**src/rtl/csa_sub_pkg.sv**
```systemverilog
// Shared types and default geometry for the sequential carry-select subtractor.
package csa_sub_pkg;

  typedef enum logic [1:0] {
    IDLE = 2'd0,
    RUN  = 2'd1,
    DONE = 2'd2
  } state_t;

  localparam int DEF_WIDTH = 16;
  localparam int DEF_BLK   = 4;

endpackage

```
**src/rtl/csa_sub_seq_if.sv**
```systemverilog
// Operand/result handshake bundle for csa_sub_seq; master = requester, slave = subtractor.
interface csa_sub_seq_if #(
  parameter int WIDTH = csa_sub_pkg::DEF_WIDTH
);
  logic             in_valid;
  logic             in_ready;
  logic [WIDTH-1:0] i_sub_term1;
  logic [WIDTH-1:0] i_sub_term2;
  logic             out_valid;
  logic             out_ready;
  logic [WIDTH-1:0] diff;
  logic             borrow;
  logic             ovf;

  modport master (
    output in_valid, i_sub_term1, i_sub_term2, out_ready,
    input  in_ready, out_valid, diff, borrow, ovf
  );

  modport slave (
    input  in_valid, i_sub_term1, i_sub_term2, out_ready,
    output in_ready, out_valid, diff, borrow, ovf
  );
endinterface

```
**src/rtl/csa_sel_block.sv**
```systemverilog
// One BLK-bit carry-select slice: both carry-in cases are summed, cin picks one.
module csa_sel_block #(
  parameter int BLK = 4
) (
  input  logic [BLK-1:0] a,
  input  logic [BLK-1:0] b,
  input  logic           cin,
  output logic [BLK-1:0] sum,
  output logic           cout
);
  logic [BLK:0] sum_c0;
  logic [BLK:0] sum_c1;

  assign sum_c0      = {1'b0, a} + {1'b0, b};
  assign sum_c1      = {1'b0, a} + {1'b0, b} + (BLK+1)'(1);
  assign {cout, sum} = cin ? sum_c1 : sum_c0;
endmodule

```
**src/rtl/csa_sub_seq.sv**
```systemverilog
// Sequential subtractor: a - b = a + ~b + 1, one carry-select block per RUN cycle.
// Optional signed-overflow flag built only when CSA_SUB_OVF_EN is defined.
module csa_sub_seq
  import csa_sub_pkg::*;
#(
  parameter int WIDTH = DEF_WIDTH,
  parameter int BLK   = DEF_BLK
) (
  input  logic         clk,
  input  logic         rst_n,
  csa_sub_seq_if.slave bus
);
  localparam int N     = WIDTH / BLK;
  localparam int IDX_W = (N > 1) ? $clog2(N) : 1;

  generate
    if (WIDTH % BLK != 0) begin : g_bad_geometry
      $error("csa_sub_seq: WIDTH must be a multiple of BLK");
    end
  endgenerate

  state_t state, state_nxt;

  logic [WIDTH-1:0] a_r;
  logic [WIDTH-1:0] bn_r;
  logic [WIDTH-1:0] diff_r;
  logic             carry_r;
  logic             borrow_r;
  logic [IDX_W-1:0] idx;
  logic [BLK-1:0]   a_blk, b_blk, sum_blk;
  logic             cout_blk;
  logic             last_blk;
  logic             accept;

  assign accept   = (state == IDLE) && bus.in_valid;
  assign last_blk = (idx == IDX_W'(N - 1));
  assign a_blk    = a_r[int'(idx)*BLK +: BLK];
  assign b_blk    = bn_r[int'(idx)*BLK +: BLK];

  // single slice shared across all block positions, selected by idx
  csa_sel_block #(.BLK(BLK)) u_sel (
    .a    (a_blk),
    .b    (b_blk),
    .cin  (carry_r),
    .sum  (sum_blk),
    .cout (cout_blk)
  );

  always_ff @(posedge clk) begin
    if (!rst_n) state <= IDLE;
    else        state <= state_nxt;
  end

  always_comb begin
    state_nxt = state;
    case (state)
      IDLE:    if (bus.in_valid)  state_nxt = RUN;
      RUN:     if (last_blk)      state_nxt = DONE;
      DONE:    if (bus.out_ready) state_nxt = IDLE;
      default: state_nxt = IDLE;
    endcase
  end

  always_ff @(posedge clk) begin
    if (!rst_n) begin
      a_r      <= '0;
      bn_r     <= '0;
      diff_r   <= '0;
      carry_r  <= 1'b0;
      borrow_r <= 1'b0;
      idx      <= '0;
    end else if (accept) begin
      a_r      <= bus.i_sub_term1;
      bn_r     <= ~bus.i_sub_term2;
      diff_r   <= '0;
      carry_r  <= 1'b1;
      borrow_r <= 1'b0;
      idx      <= '0;
    end else if (state == RUN) begin
      diff_r[int'(idx)*BLK +: BLK] <= sum_blk;
      carry_r                      <= cout_blk;
      idx                          <= idx + 1'b1;
      if (last_blk) borrow_r <= ~cout_blk;
    end
  end

`ifdef CSA_SUB_OVF_EN
  logic ovf_r;
  logic msb_cin;

  // carry into the MSB recovered from the MSB sum bit and its operands
  assign msb_cin = a_blk[BLK-1] ^ b_blk[BLK-1] ^ sum_blk[BLK-1];

  always_ff @(posedge clk) begin
    if (!rst_n)                          ovf_r <= 1'b0;
    else if (accept)                     ovf_r <= 1'b0;
    else if ((state == RUN) && last_blk) ovf_r <= msb_cin ^ cout_blk;
  end

  assign bus.ovf = ovf_r;
`else
  assign bus.ovf = 1'b0;
`endif

  assign bus.in_ready  = (state == IDLE);
  assign bus.out_valid = (state == DONE);
  assign bus.diff      = diff_r;
  assign bus.borrow    = borrow_r;
endmodule

```
**src/flat_wrapper.sv**
```systemverilog
// flat-port wrapper written by rule: the top's interface ports become plain ports
module csa_sub_seq_flat import csa_sub_pkg::*;
#(
  parameter int WIDTH = DEF_WIDTH,
  parameter int BLK   = DEF_BLK
)
  (clk, rst_n, bus_in_valid, bus_i_sub_term1, bus_i_sub_term2, bus_out_ready, bus_in_ready, bus_out_valid, bus_diff, bus_borrow, bus_ovf);
  csa_sub_seq_if #(.WIDTH(WIDTH)) bus_i ();
  input  logic clk;
  input  logic rst_n;
  input wire logic [$bits(bus_i.in_valid)-1:0] bus_in_valid;
  input wire logic [$bits(bus_i.i_sub_term1)-1:0] bus_i_sub_term1;
  input wire logic [$bits(bus_i.i_sub_term2)-1:0] bus_i_sub_term2;
  input wire logic [$bits(bus_i.out_ready)-1:0] bus_out_ready;
  output wire logic [$bits(bus_i.in_ready)-1:0] bus_in_ready;
  output wire logic [$bits(bus_i.out_valid)-1:0] bus_out_valid;
  output wire logic [$bits(bus_i.diff)-1:0] bus_diff;
  output wire logic [$bits(bus_i.borrow)-1:0] bus_borrow;
  output wire logic [$bits(bus_i.ovf)-1:0] bus_ovf;
  assign bus_i.in_valid = bus_in_valid;
  assign bus_i.i_sub_term1 = bus_i_sub_term1;
  assign bus_i.i_sub_term2 = bus_i_sub_term2;
  assign bus_i.out_ready = bus_out_ready;
  assign bus_in_ready = bus_i.in_ready;
  assign bus_out_valid = bus_i.out_valid;
  assign bus_diff = bus_i.diff;
  assign bus_borrow = bus_i.borrow;
  assign bus_ovf = bus_i.ovf;
  csa_sub_seq #(.WIDTH(WIDTH), .BLK(BLK)) u_core (.clk(clk), .rst_n(rst_n), .bus(bus_i));
endmodule
```
**config.mk**
```make
export PLATFORM = sky130hd
export DESIGN_NAME = csa_sub_seq_flat
export DESIGN_NICKNAME = d
export VERILOG_FILES = /design/src/rtl/csa_sub_pkg.sv /design/src/rtl/csa_sub_seq_if.sv /design/src/rtl/csa_sel_block.sv /design/src/rtl/csa_sub_seq.sv /design/src/flat_wrapper.sv
export SDC_FILE = /design/constraint.sdc
export NUM_CORES = 1
export LEC_CHECK = 0
export CORE_MARGIN = 1.5
export CORE_UTILIZATION = 50
export DETAILED_ROUTE_END_ITERATION = 8
export PLACE_DENSITY = 0.91
export SYNTH_ARGS = -nofsm -noshare
export SYNTH_HDL_FRONTEND = slang
export SYNTH_SLANG_ARGS = --single-unit
```
**constraint.sdc**
```tcl
create_clock -name clk -period 3.5 [get_ports clk]
set_clock_uncertainty 0.1 [all_clocks]
set_input_delay 0.35 -clock clk [delete_from_list [all_inputs] [get_ports clk]]
set_output_delay 0.35 -clock clk [all_outputs]
set_load 0.02 [all_outputs]
```
==> results.tsv, run 1 <==
metric	value	unit
CTS tree	yes	
CTS Buf Count	5	
RePlAce Congestion	0.8255	
run status	complete, no violations	
Via density	5.253	
Worst Reg-to-Reg Cells	10	
largest net degree at the start of global routing	49	
Lkg Pwr	1.349	nW
Worst-path clk slew	0.09	ns
initial antenna violation count	0	
worst path required time	3.59	ns
crit-path max FO	4	
fin crit share	82.95	%
post-synthesis cell type count	35	
I/O pin cnt	56	
DRT iter0 DRCs	120	
share of cells above drive strength 1	7.788	%
Synth Instances	271	
PortBufs	54	
Hold Crit Class	flip-flop to flip-flop	
PostCTS Resize Cnt	0	
Peak Freq	344.5	MHz
grt ovf	0	
area of the multi-input gates	1334	sq um
register area	1081	sq um
synthesized net count	319	
Tot GR Track Use	19.82	%
Cell Rows	25	
antenna diode count	0	
Layout area overhead	27.44	%
routed via count	2038	
Rel. slew slack	54.59	%
fill count	384	
PD cells	398.1	nW/um^2
YS warnings	0	
CP endpoint kind	flip-flop	
Critical Path Source Type	flip-flop	
first-pass iteration count of the detailed router	4	
root buffer selected by CTS	clkbuf_8	
post-route minimum period	2.903	ns
Hold EP	u_core.bus.diff[7]	
vias in the first global route	1894	
Fin. Hold Viols	0	
max-slew violations	0	
initial core utilization	52.68	%
CTS max path bufs	2	
Worst Tran Pin Value	0.6797	ns
Setup crit start	u_core.idx[0]	
global-route wire length before repair	8521	um
CP Class	flip-flop to flip-flop	
VDD IR-drop max	0.0002396	V
Routed Antenna Nets	0	
Setup Buffers After CTS	0	
FF+latch count, synth	54	
RSZ-0062 raised after global routing	false	
reg2reg start	u_core.idx[0]	
hold buffer count at CTS	0	
detailed placement HPWL	3714	um
Die X	74.01	um
Register-to-Register Setup Slack	0.60	ns
Clk Latency, worst-skew pair	0.30	ns
CORE AREA	4786	sq um
die area	5477	sq um
Reg-to-Reg End	u_core.carry_r	
Die Height	74.01	um
wire per inst	12.79	um
MaxCap Viol Count	0	
CP arrival	2.99	ns
sum of negative setup slack	0	ns
register area share after synthesis	42.88	%
Syn Area/Cell	9.303	sq um
commonest non-fill, non-tap cell in the layout	nand2_1	
Total Power	0.001279	W
post-synthesis cell area	2521	sq um
routed wire length	4964	um
DRC violations left	0	
most frequent cells in the layout	nand2_1 (64), clkdlybuf4s50_1 (54), dfxtp_1 (54)	
hold_sp	u_core.bus.diff[7]	
H-Tree Depth	2	
CTS Sinks	54	
# nets final	368	
Final Setup Violations	0	
Hold Crit Depth	2	
-- cell usage after synthesis --
master	number	share of area (%)
a21o_1	1	0.30
a31oi_1	1	0.25
nor3_2	1	0.40
nand2b_1	2	0.50
fa_1	1	0.79
nor4_2	1	0.50
nor3b_1	2	0.60
dfxtp_1	54	43
ha_1	11	5.5
o21ai_0	2	0.40
or2_1	1	0.25
buf_2	9	1.8
xnor2_1	4	1.4
nand4_1	1	0.25
buf_4	1	0.30
inv_1	8	1.2
mux4_2	8	7.1
o211a_1	16	6.4
a21oi_1	2	0.40
a22oi_1	13	3.9
o221a_1	1	0.45
conb_1	1	0.15
a21boi_0	16	4.8
nor2_1	21	3.1
and2_1	1	0.25
a211oi_2	1	0.50
clkbuf_1	7	1.0
o21ai_1	4	0.79
and3_1	3	0.74
nor4b_2	1	0.60
nand2_1	64	9.5
o21ba_2	1	0.40
xor2_1	2	0.69
nand3_1	5	0.99
nor2b_1	4	0.99
-- per-layer routing --
layer / wire (um) / vias to the layer above / global-route usage, %
li1: - / 1026 / -
met5: 0 / - / 0
met4: 25 / 0 / 4.321
met3: 219 / 7 / 4.065
met1: 2238 / 948 / 25.06
met2: 2480 / 57 / 34.92
-- layout make-up --
class,instances,share of cell area [%]
Multi-Input combinational cell,192,41.51
Sequential cell,54,33.64
Timing Repair Buffer,59,17.99
Tap cell,67,2.609
Clock buffer,7,2.375
Clock inverter,1,0.9346
Inverter,8,0.9346
-- cells by family (layout without fill, tap and decap cells) --
| family | Yosys count | in the layout | share of synthesized area, % |
|---|---|---|---|
| xor gates and xnor gates | 6 | 6 | 2.084 |
| and+or+nand+nor | 107 | 107 | 18.71 |
| muxes | 8 | 8 | 7.146 |
| DFF | 54 | 54 | 42.88 |
| adders and majority gates | 12 | 12 | 6.253 |
| other | 1 | 1 | 0.1487 |
| AOI/OAI and AO/OA | 58 | 58 | 18.46 |
| buffers and inverters | 25 | 75 | 4.318 |
-- report_power, final --
part	internal, W	switching (W)	total [W]	leakage [nW]
Sequential	0.000644	0.0000199	0.000664	0.442
Clock	0.000214	0.000185	0.000399	0.0524
Combinational	0.000108	0.000107	0.000216	0.854
-- worst max-delay path by stage --
stage / slack [ns] / cells after the start / endpoint
2_1_floorplan: 0.38 / 11 / u_core.carry_r
3_3_place_gp: 0.71 / 10 / u_core.carry_r
3_5_place_dp: 0.58 / 10 / u_core.carry_r
4_1_cts: 0.57 / 10 / u_core.carry_r
5_1_grt: 0.43 / 10 / u_core.carry_r
6_report: 0.60 / 10 / u_core.carry_r
-- stage by stage --
step / instances / area, sq um / setup WS, ns / util (%) / hold WS, ns
after floorplan: 271 / 2521 / 0.3833 / - / 0.3402
final: 388 / 3213 / 0.5969 / 67.14 / 0.3585
after detailed placement: 380 / 3107 / 0.5828 / 64.92 / 0.3509
after CTS: 388 / 3213 / 0.5749 / 67.14 / 0.3636
after global placement: 380 / 3107 / 0.7141 / 64.92 / 0.3451
after global routing: 388 / 3213 / 0.4298 / 67.14 / 0.3873
-- flip-flops by register name (all words and copies together) (netlist names) --
name               flops
u_core.bus.diff       16
u_core.idx             2
u_core.state           2
u_core.carry_r         1
u_core.bn_r           16
u_core.bus.borrow      1
u_core.a_r            16
-- worst max-delay path, cell delays in order (launching register included) --
cell and delay, ns:
dfxtp_1 0.42, mux4_2 0.53, ha_1 0.24, inv_1 0.07, fa_1 0.42, inv_1 0.09, ha_1 0.14, nand2_1 0.08
nor4b_2 0.31, xnor2_1 0.13, o221a_1 0.26
Note: power is estimated with default switching activity, not from simulation.
==> inputs of run 2 (changes only) <==
clock period = 2.7 ns   (was 3.5 ns; I/O delays follow)
==> run 2 against run 1 <==
Compared with the run above:
- the run now ends with negative setup slack left
- critical path type unchanged
- global-route usage up 2.1 points
- utilization up 3.5 points
- via count is 5.8% higher
- critical path depth unchanged
- largest cell class unchanged
- highest routed layer unchanged
- power grew 30%
- worst hold slack better by 0.0051 ns
- flip-flop and latch count stayed put
- count of clock-buffer cells in the layout down 1
- register-to-register slack lost 0.67 ns
==> results.tsv, run 2 (synthesized netlist as in run 1, its figures left out) <==
metric	value	unit	change
run status	complete, but fails checks		
failing checks	negative setup slack		
detailed placement HPWL	3843	um	+3.4%
RePlAce Congestion	0.8799		+6.6%
Critical Path Source Type	flip-flop		
Worst Tran Pin Value	0.7552	ns	+0.07556 ns
routed via count	2157		+5.8%
RSZ-0062 raised after global routing	true		
Tot GR Track Use	21.91	%	+2.1 points
Clk Latency, worst-skew pair	0.31	ns	about the same
fin crit share	102.7	%	+20 points
Die X	74.01	um	unchanged
Layout area overhead	34.00	%	
MaxCap Viol Count	0		unchanged
commonest non-fill, non-tap cell in the layout	nand2_1		
max-slew violations	0		unchanged
I/O pin cnt	56		unchanged
Rel. slew slack	49.55	%	-5.0 points
Hold Crit Class	flip-flop to flip-flop		
hold_sp	u_core.a_r[10]		
CTS Buf Count	5		unchanged
dpl ws	-0.1011	ns	-0.6839 ns
final worst setup slack	-0.07288	ns	-0.6697 ns
crit-path max FO	5		+1
Reg-to-Reg End	u_core.carry_r		
Worst Reg-to-Reg Cells	10		unchanged
first-pass iteration count of the detailed router	4		unchanged
global-route wire length before repair	9108	um	+6.9%
worst path required time	2.81	ns	-0.78 ns
CTS max path bufs	2		unchanged
Finished Core Util	70.59	%	+3.5 points
root buffer selected by CTS	clkbuf_8		
DRT iter0 DRCs	118		-1.7%
die area	5477	sq um	unchanged
H-Tree Depth	2		unchanged
reg2reg start	u_core.idx[0]		
Hold Slack	0.3636	ns	+0.005080 ns
PortBufs	54		unchanged
antenna diode count	0		unchanged
routed wire length	5744	um	+16%
post-route minimum period	2.773	ns	-0.1303 ns
wire per inst	14.62	um	+14%
Hold Crit Depth	2		unchanged
Fin. Hold Viols	0		unchanged
grt ovf	0		unchanged
Register-to-Register Setup Slack	-0.07	ns	-0.67 ns
PD cells	490.9	nW/um^2	+23%
Cell Rows	25		unchanged
largest net degree at the start of global routing	49		unchanged
# nets final	373		+1.4%
Worst-path clk slew	0.09	ns	about the same
initial antenna violation count	0		unchanged
CP endpoint kind	flip-flop		
DRC violations left	0		unchanged
CP Class	flip-flop to flip-flop		
Lkg Pwr	1.404	nW	+4.1%
CORE AREA	4786	sq um	unchanged
Via density	5.489		+4.5%
Routed Antenna Nets	0		unchanged
Final Setup Violations	2		+2
CP arrival	2.88	ns	-0.11 ns
VDD IR-drop max	0.0003684	V	+54%
Die Height	74.01	um	unchanged
hold buffer count at CTS	0		unchanged
initial core utilization	52.68	%	unchanged
vias in the first global route	2050		+8.2%
CTS tree	yes		
CTS Sinks	54		unchanged
Peak Freq	360.6	MHz	+4.7%
Hold EP	u_core.a_r[10]		
share of cells above drive strength 1	14.42	%	+6.6 points
most frequent cells in the layout	nand2_1 (63), clkdlybuf4s50_1 (54), dfxtp_1 (53)		
[run 2: changes by cell type in the layout (fill, tap and decap cells not counted), moves of 3 or more]
cell     delta
buf_4       +3
inv_2       +3
inv_1       -3
xnor2_1     -3
a22oi_1     -4
a22oi_2     +4
[run 2: worst max-delay path, stage by stage, from the launching register on]
cell and delay [ns]:
dfxtp_4 0.40, mux4_2 0.54, ha_4 0.19, inv_2 0.05, fa_1 0.44, inv_2 0.10, ha_4 0.16, nand2_8 0.06
nor4b_4 0.27, xnor2_2 0.11, o221a_1 0.26
[run 2: timing repair]
| item | 4_1_cts | 5_1_grt |
|---|---|---|
| resized for setup | 7 | 15 |
| setup endpoints to repair | 4 | 14 |
| pin swaps | 1 | 4 |
| buffers inserted | 2 | 1 |
| cloned | 0 | 0 |
[run 2: routing by layer]
metal | up-vias | GRT usage [%] | share of wire (%) | wire [um]
met2 | 88 | 37.20 | 51 | 2945
met5 | - | 0 | 0 | 0
met4 | 0 | 10.49 | 2.5 | 142
met1 | 1017 | 26.29 | 41 | 2383
li1 | 1038 | - | - | -
met3 | 14 | 4.878 | 4.8 | 273
[run 2: power by group]
| group | leakage, nW | internal, W | switching, W |
|---|---|---|---|
| logic | 0.916 | 0.000172 | 0.000173 |
| registers | 0.443 | 0.000835 | 0.0000292 |
| clock network | 0.0452 | 0.000184 | 0.000266 |
[run 2: worst max path at each step]
stage | from | end | slack, ns | cells past startpoint
floorplan | u_core.idx[0] | u_core.carry_r | -0.07 | 11
global placement | u_core.idx[0] | u_core.carry_r | 0.05 | 10
detailed placement | u_core.idx[0] | u_core.carry_r | -0.10 | 10
CTS | u_core.idx[0] | u_core.carry_r | -0.05 | 10
global route | u_core.idx[0] | u_core.carry_r | -0.18 | 10
finish | u_core.idx[0] | u_core.carry_r | -0.07 | 10
[run 2: layout make-up]
| cell class | instances | area (sq um) |
|---|---|---|
| clock buffers | 6 | 72.57 |
| clock inverters | 2 | 13.76 |
| fillers | 355 | 1408 |
| inverters | 8 | 30.03 |
| multi-input cells | 192 | 1461 |
| flip-flops and latches | 54 | 1085 |
| well taps | 67 | 83.83 |
| repair buffers | 64 | 631.9 |
[run 2: per-stage QoR]
step | instance area, sq um | power [W] | std cells | setup TNS, ns
2_1_floorplan | 2537 | 0.001059 | 271 | -0.07076
3_3_place_gp | 3136 | 0.001157 | 383 | 0
3_5_place_dp | 3136 | 0.001170 | 383 | -0.1618
4_1_cts | 3269 | 0.001622 | 393 | -0.05973
5_1_grt | 3378 | 0.001729 | 393 | -0.8608
6_report | 3378 | 0.001658 | 393 | -0.08309
==> variant 1, RTL diff (settings of run 2) <==
The package constant `DEF_WIDTH` goes from 16 to 32.
--- a/src/rtl/csa_sub_pkg.sv
+++ b/src/rtl/csa_sub_pkg.sv
@@ -7,7 +7,7 @@
     DONE = 2'd2
   } state_t;
 
-  localparam int DEF_WIDTH = 16;
+  localparam int DEF_WIDTH = 32;
   localparam int DEF_BLK   = 4;
 
 endpackage
Ports: changed (resized bus_diff, bus_i_sub_term1 and bus_i_sub_term2); port bits go from 56 to 104. No check against the original RTL was run, so the function may have changed too.
==> variant 1 against run 2 <==
The flow still finishes with violations (setup timing); sequential cell count rose by 49; combinational power rose by 84%; via count rose by 95%; worst setup slack got worse by 0.30 ns; wire length rose by 110%; power rose by 99%; cell area rose by 88%; synthesized cell count rose by 87%; first-iteration DRC count rose by 92%; critical path depth rose by 2; fmax fell by 9.6%; synthesized area rose by 79%.
==> variant 1: results (changes against run 2) <==
status=finished with violations; failing checks=setup timing; # clk buffers=10 (+4); num sequential=103 (+91%); Min-Delay Endpoint=u_core.a_r[27]; largest cells by area after synthesis=dfxtp_1, nand2_1, mux4_2, nor2_1, a211oi_1; total CTS buffers=9 (+4); Max FO, Critical Path=7 (+2); DRT Pass-1 Iters=5 (+1); Non-clk bufs=143 (+120%); WL final=12280 um (+110%); buffering overhead=0.2209 (+0.03383); Final WS setup=-0.3687 ns (-0.2958 ns); worst vdd ir=334.5 uV (-9.2%); layout cells sized above 1=0.1921 (+0.04789); first-pass GRT wire length=19530 um (+110%); # DRC=0 (unchanged); Worst Hold Class=in2reg; H-tree lvl count=3 (+1); reg2reg path depth=12 (+2); Fillers=579 (+63%); register area share after synthesis=0.4580 (+0.02925); clk_lat worst skew=0.38 ns (+0.07 ns); Setup-failing EPs final=26 (+24); Syn Nets=585 (+83%); # port buffers=102 (+89%); clk tree area frac=0.03341 (+0.007850); worst hold stages=3 (+1); multi-input combinational area share=0.3965 (-0.03605); Reg2Reg Capture Point=u_core.bus.diff[15]; drt via density=5.713 (+4.1%); nets=703 (+88%); total track usage=0.2521 (+0.03299); Final HPWL DP=8266 um (+120%); hold path startpoint=bus_i_sub_term1[27]; post-synth cell types=41 (+17%); Crit path arrival time=3.24 ns (+0.36 ns); number of multi-input logic gates=362 (+89%); DR iter-0 viols=226 (+92%); Inverters excl. clock=6 (-2); GP Congestion=0.9100 (+3.4%); Storage cell area=0.002066 sq mm (+90%)
==> variant 1: cell count changes in the layout (fill, tap and decap cells not counted), sizes merged, moves of 19 or more <==
cell and delta:
nand2 +37, nor2 +52, clkdlybuf4s50 +48, a21oi +40
a211oi +31, mux2i +19, dfxtp +49, buf +31
==> variant 1: power by group <==
part           total (mW)  internal [mW]  switching, mW  leakage (nW)
Combinational       0.636          0.321          0.315          1.47
Sequential           1.64           1.59         0.0491         0.843
Clock                1.03          0.468          0.559         0.105
==> variant 1: repair_timing <==
action,in CTS,in global routing
gates resized for setup,18,26
setup buffers,5,4
setup endpoints to repair,26,27
pin swaps,11,13
==> variant 1: worst max path at each step <==
stage	startpoint	endpoint	slack [ns]	depth (start not counted)
final	u_core.idx[0]	u_core.bus.diff[15]	-0.37	12
after global routing	u_core.idx[0]	u_core.bus.diff[23]	-0.48	12
after CTS	u_core.idx[0]	u_core.bus.borrow	-0.39	12
after detailed placement	u_core.idx[0]	u_core.carry_r	-0.41	11
after global placement	u_core.idx[0]	u_core.bus.diff[22]	-0.24	12
after floorplan	u_core.idx[0]	u_core.carry_r	-0.22	12
==> variant 1: metal layers <==
layer	routed length, um	global-route usage	vias to the layer above	part of all wire
li1	-	-	2002	-
met1	4723	0.2815	1970	0.38
met2	6323	0.4525	208	0.51
met3	846	0.05727	36	0.069
met4	388	0.1198	0	0.032
met5	0	0	-	0
==> variant 1: cells by family (layout without fill, tap and decap cells) <==
| family | count (synthesis) | count (layout) | synth area share |
|---|---|---|---|
| simple gates | 226 | 226 | 0.2176 |
| flops | 103 | 103 | 0.4580 |
| compound gates | 86 | 86 | 0.1228 |
| buf+inv | 42 | 165 | 0.04113 |
| mux | 35 | 35 | 0.1223 |
| fa+ha+maj | 10 | 10 | 0.02946 |
| xor+xnor | 4 | 4 | 0.007781 |
| other cells | 1 | 1 | 0.0008330 |
==> variant 1: through the flow <==
step	setup slack, ns	cells	hold WS (ns)	setup TNS [ns]	cell area [sq um]
after global routing	-0.4790	738	0.3265	-10.84	6367
after floorplan	-0.2181	507	0.2656	-3.990	4617
after global placement	-0.2426	713	0.3406	-5.143	5876
after CTS	-0.3861	734	0.3247	-7.064	6211
final	-0.3687	738	0.3255	-7.496	6367
after detailed placement	-0.4127	713	0.3467	-7.349	5876
==> variant 1: critical path, cell delays in order, from the launching register on <==
cell and delay (ns):
dfxtp_4 0.40, buf_12 0.13, buf_4 0.14, mux4_2 0.52
nand2_1 0.12, nand2_2 0.08, fa_2 0.57, buf_6 0.12
nand3_4 0.08, or2_4 0.28, nand2_4 0.11, nor3_2 0.05
a311o_1 0.27
==> variant 2, RTL diff (flow settings as in run 2) <==
Made on the original files. The 3 states of `state_t` get a one-hot encoding in 3 bits.
--- a/src/rtl/csa_sub_pkg.sv
+++ b/src/rtl/csa_sub_pkg.sv
@@ -1,10 +1,10 @@
 // Shared types and default geometry for the sequential carry-select subtractor.
 package csa_sub_pkg;
 
-  typedef enum logic [1:0] {
-    IDLE = 2'd0,
-    RUN  = 2'd1,
-    DONE = 2'd2
+  typedef enum logic [2:0] {
+    IDLE = 3'b001,
+    RUN  = 3'b010,
+    DONE = 3'b100
   } state_t;
 
   localparam int DEF_WIDTH = 16;
Behaviour: same outputs for any inputs over 10 cycles, from zero or initial values and one cycle with rst_n low; not proved beyond that.
==> variant 2 against run 2 <==
The flow still finishes with violations (setup timing); cell area increased by 2.0%; worst setup slack improved by 0.029 ns; synthesized area increased by 4.8%; non-clock buffer count increased by 5; sequential cell count increased by 1; power decreased by 1.1%; via count increased by 1.7%; wire length decreased by 2.3%.
==> variant 2: results (changes against run 2) <==
status=finished with violations; failing checks=setup timing; largest cells by area after synthesis=dfxtp_1, nand2_1, mux4_2, o211a_1, ha_1; cell family with most CP delay=adder cells; worst vdd ir=251.0 uV (-32%); DR WL/cell=13.56 um (-7.2%); Largest stage delay, worst path=0.55 ns; number of multi-input logic gates=203 (+5.7%); sequential share of cell area=0.3209 (about the same); Non-clk bufs=69 (+7.8%); Post-CTS Setup Repair Bufs=5 (+3); total track usage=0.2072 (-0.01197); post-synth cell types=38 (+8.6%); buffering overhead=0.1906 (+0.003525); Max FO, Critical Path=6 (+1); Syn Nets=333 (+4.4%); P_leak=1.404 nW (about the same); Worst Hold Class=reg2reg; register area share after synthesis=0.4169 (-0.01192); Multi-input gate area=0.001479 sq mm (+1.2%); Fillers=388 (+9.3%); largest net degree at the start of global routing=49 (unchanged); number of global-route vias before repair=2078 (+1.4%); first-pass GRT wire length=8894 um (-2.3%); Inverters excl. clock=9 (+1); Setup-failing EPs final=2 (unchanged); layout cells sized above 1=0.1366 (-0.007544); clk slew on worst S/H paths=0.10 ns; Final WS setup=-0.04352 ns (+0.02936 ns); async set-reset flop share out of synthesis=0 (unchanged); clk_lat worst skew=0.31 ns (about the same); Final HPWL DP=3960 um (+3.1%); synth warn=0 (unchanged); worst-margin pin slew=0.5067 ns (-0.2485 ns); ant diodes=0 (unchanged); Post-CTS Resized=4 (-3); nets=391 (+4.8%); GP Congestion=0.7968 (-9.4%); Root Driver=clkbuf_8; total CTS buffers=5 (unchanged); flip-flop and latch count after synthesis=55 (+1.9%); synth cell count leaders=nand2_1, dfxtp_1, a21boi_0, o211a_1, nor2_1; Crit path arrival time=2.89 ns (about the same); clk tree area frac=0.02432 (-0.001236); drt via density=5.300 (-3.4%); DR iter-0 viols=118 (unchanged)
## variant 2: changes by cell type after synthesis, sizes merged, moves of 3 or more
cell,run 2,this run
a21oi,2,11
a22oi,13,6
nand3,5,9
nand4,1,6
nor2,21,14
nor2b,4,1
nor3b,2,7
o21ai,6,9
## variant 2: final timing paths
path / startpoint / to / slack [ns] / cells past startpoint
max: u_core.idx[0] / u_core.bus.diff[2] / -0.04 / 11
min: u_core.bus.diff[8] / u_core.bus.diff[8] / 0.35 / 2
max reg2reg: u_core.idx[0] / u_core.bus.diff[2] / -0.04 / 11
min reg2reg: u_core.bus.diff[8] / u_core.bus.diff[8] / 0.35 / 2
## variant 2: cells by family after synthesis
group	after synthesis	synth area share
compound gates	64	0.1819
simple gates	112	0.2065
fa+ha+maj	12	0.05969
mux	8	0.06821
buf+inv	27	0.04547
other cells	1	0.001420
xor+xnor	6	0.01990
flops	55	0.4169
## variant 2: metrics by stage
step	cells	setup TNS (ns)	cell area, sq um	worst slack (ns)
6_report	414	-0.05862	3447	-0.04352
3_5_place_dp	400	-0.2442	3269	-0.05172
4_1_cts	413	-0.05872	3401	-0.03097
2_1_floorplan	285	-0.007750	2670	-0.007750
3_3_place_gp	400	0	3269	0.02557
5_1_grt	414	-0.5072	3447	-0.09894
## variant 2: worst min-delay path, stage by stage, from the launching register on
cell and delay, ns:
dfxtp_1 0.32, nand2_1 0.05, a21oi_1 0.05
## variant 2: power breakdown
group	internal, mW	leakage, nW	switching (mW)
clock network	0.178	0.0477	0.264
registers	0.853	0.451	0.0316
logic	0.161	0.906	0.152
total	1.19	1.40	0.448
## variant 2: routing by layer
metal / global-route usage / wire length (um)
met5: 0 / 0
met4: 0.05952 / 85
met3: 0.05026 / 259
met2: 0.3782 / 2953
met1: 0.2404 / 2315
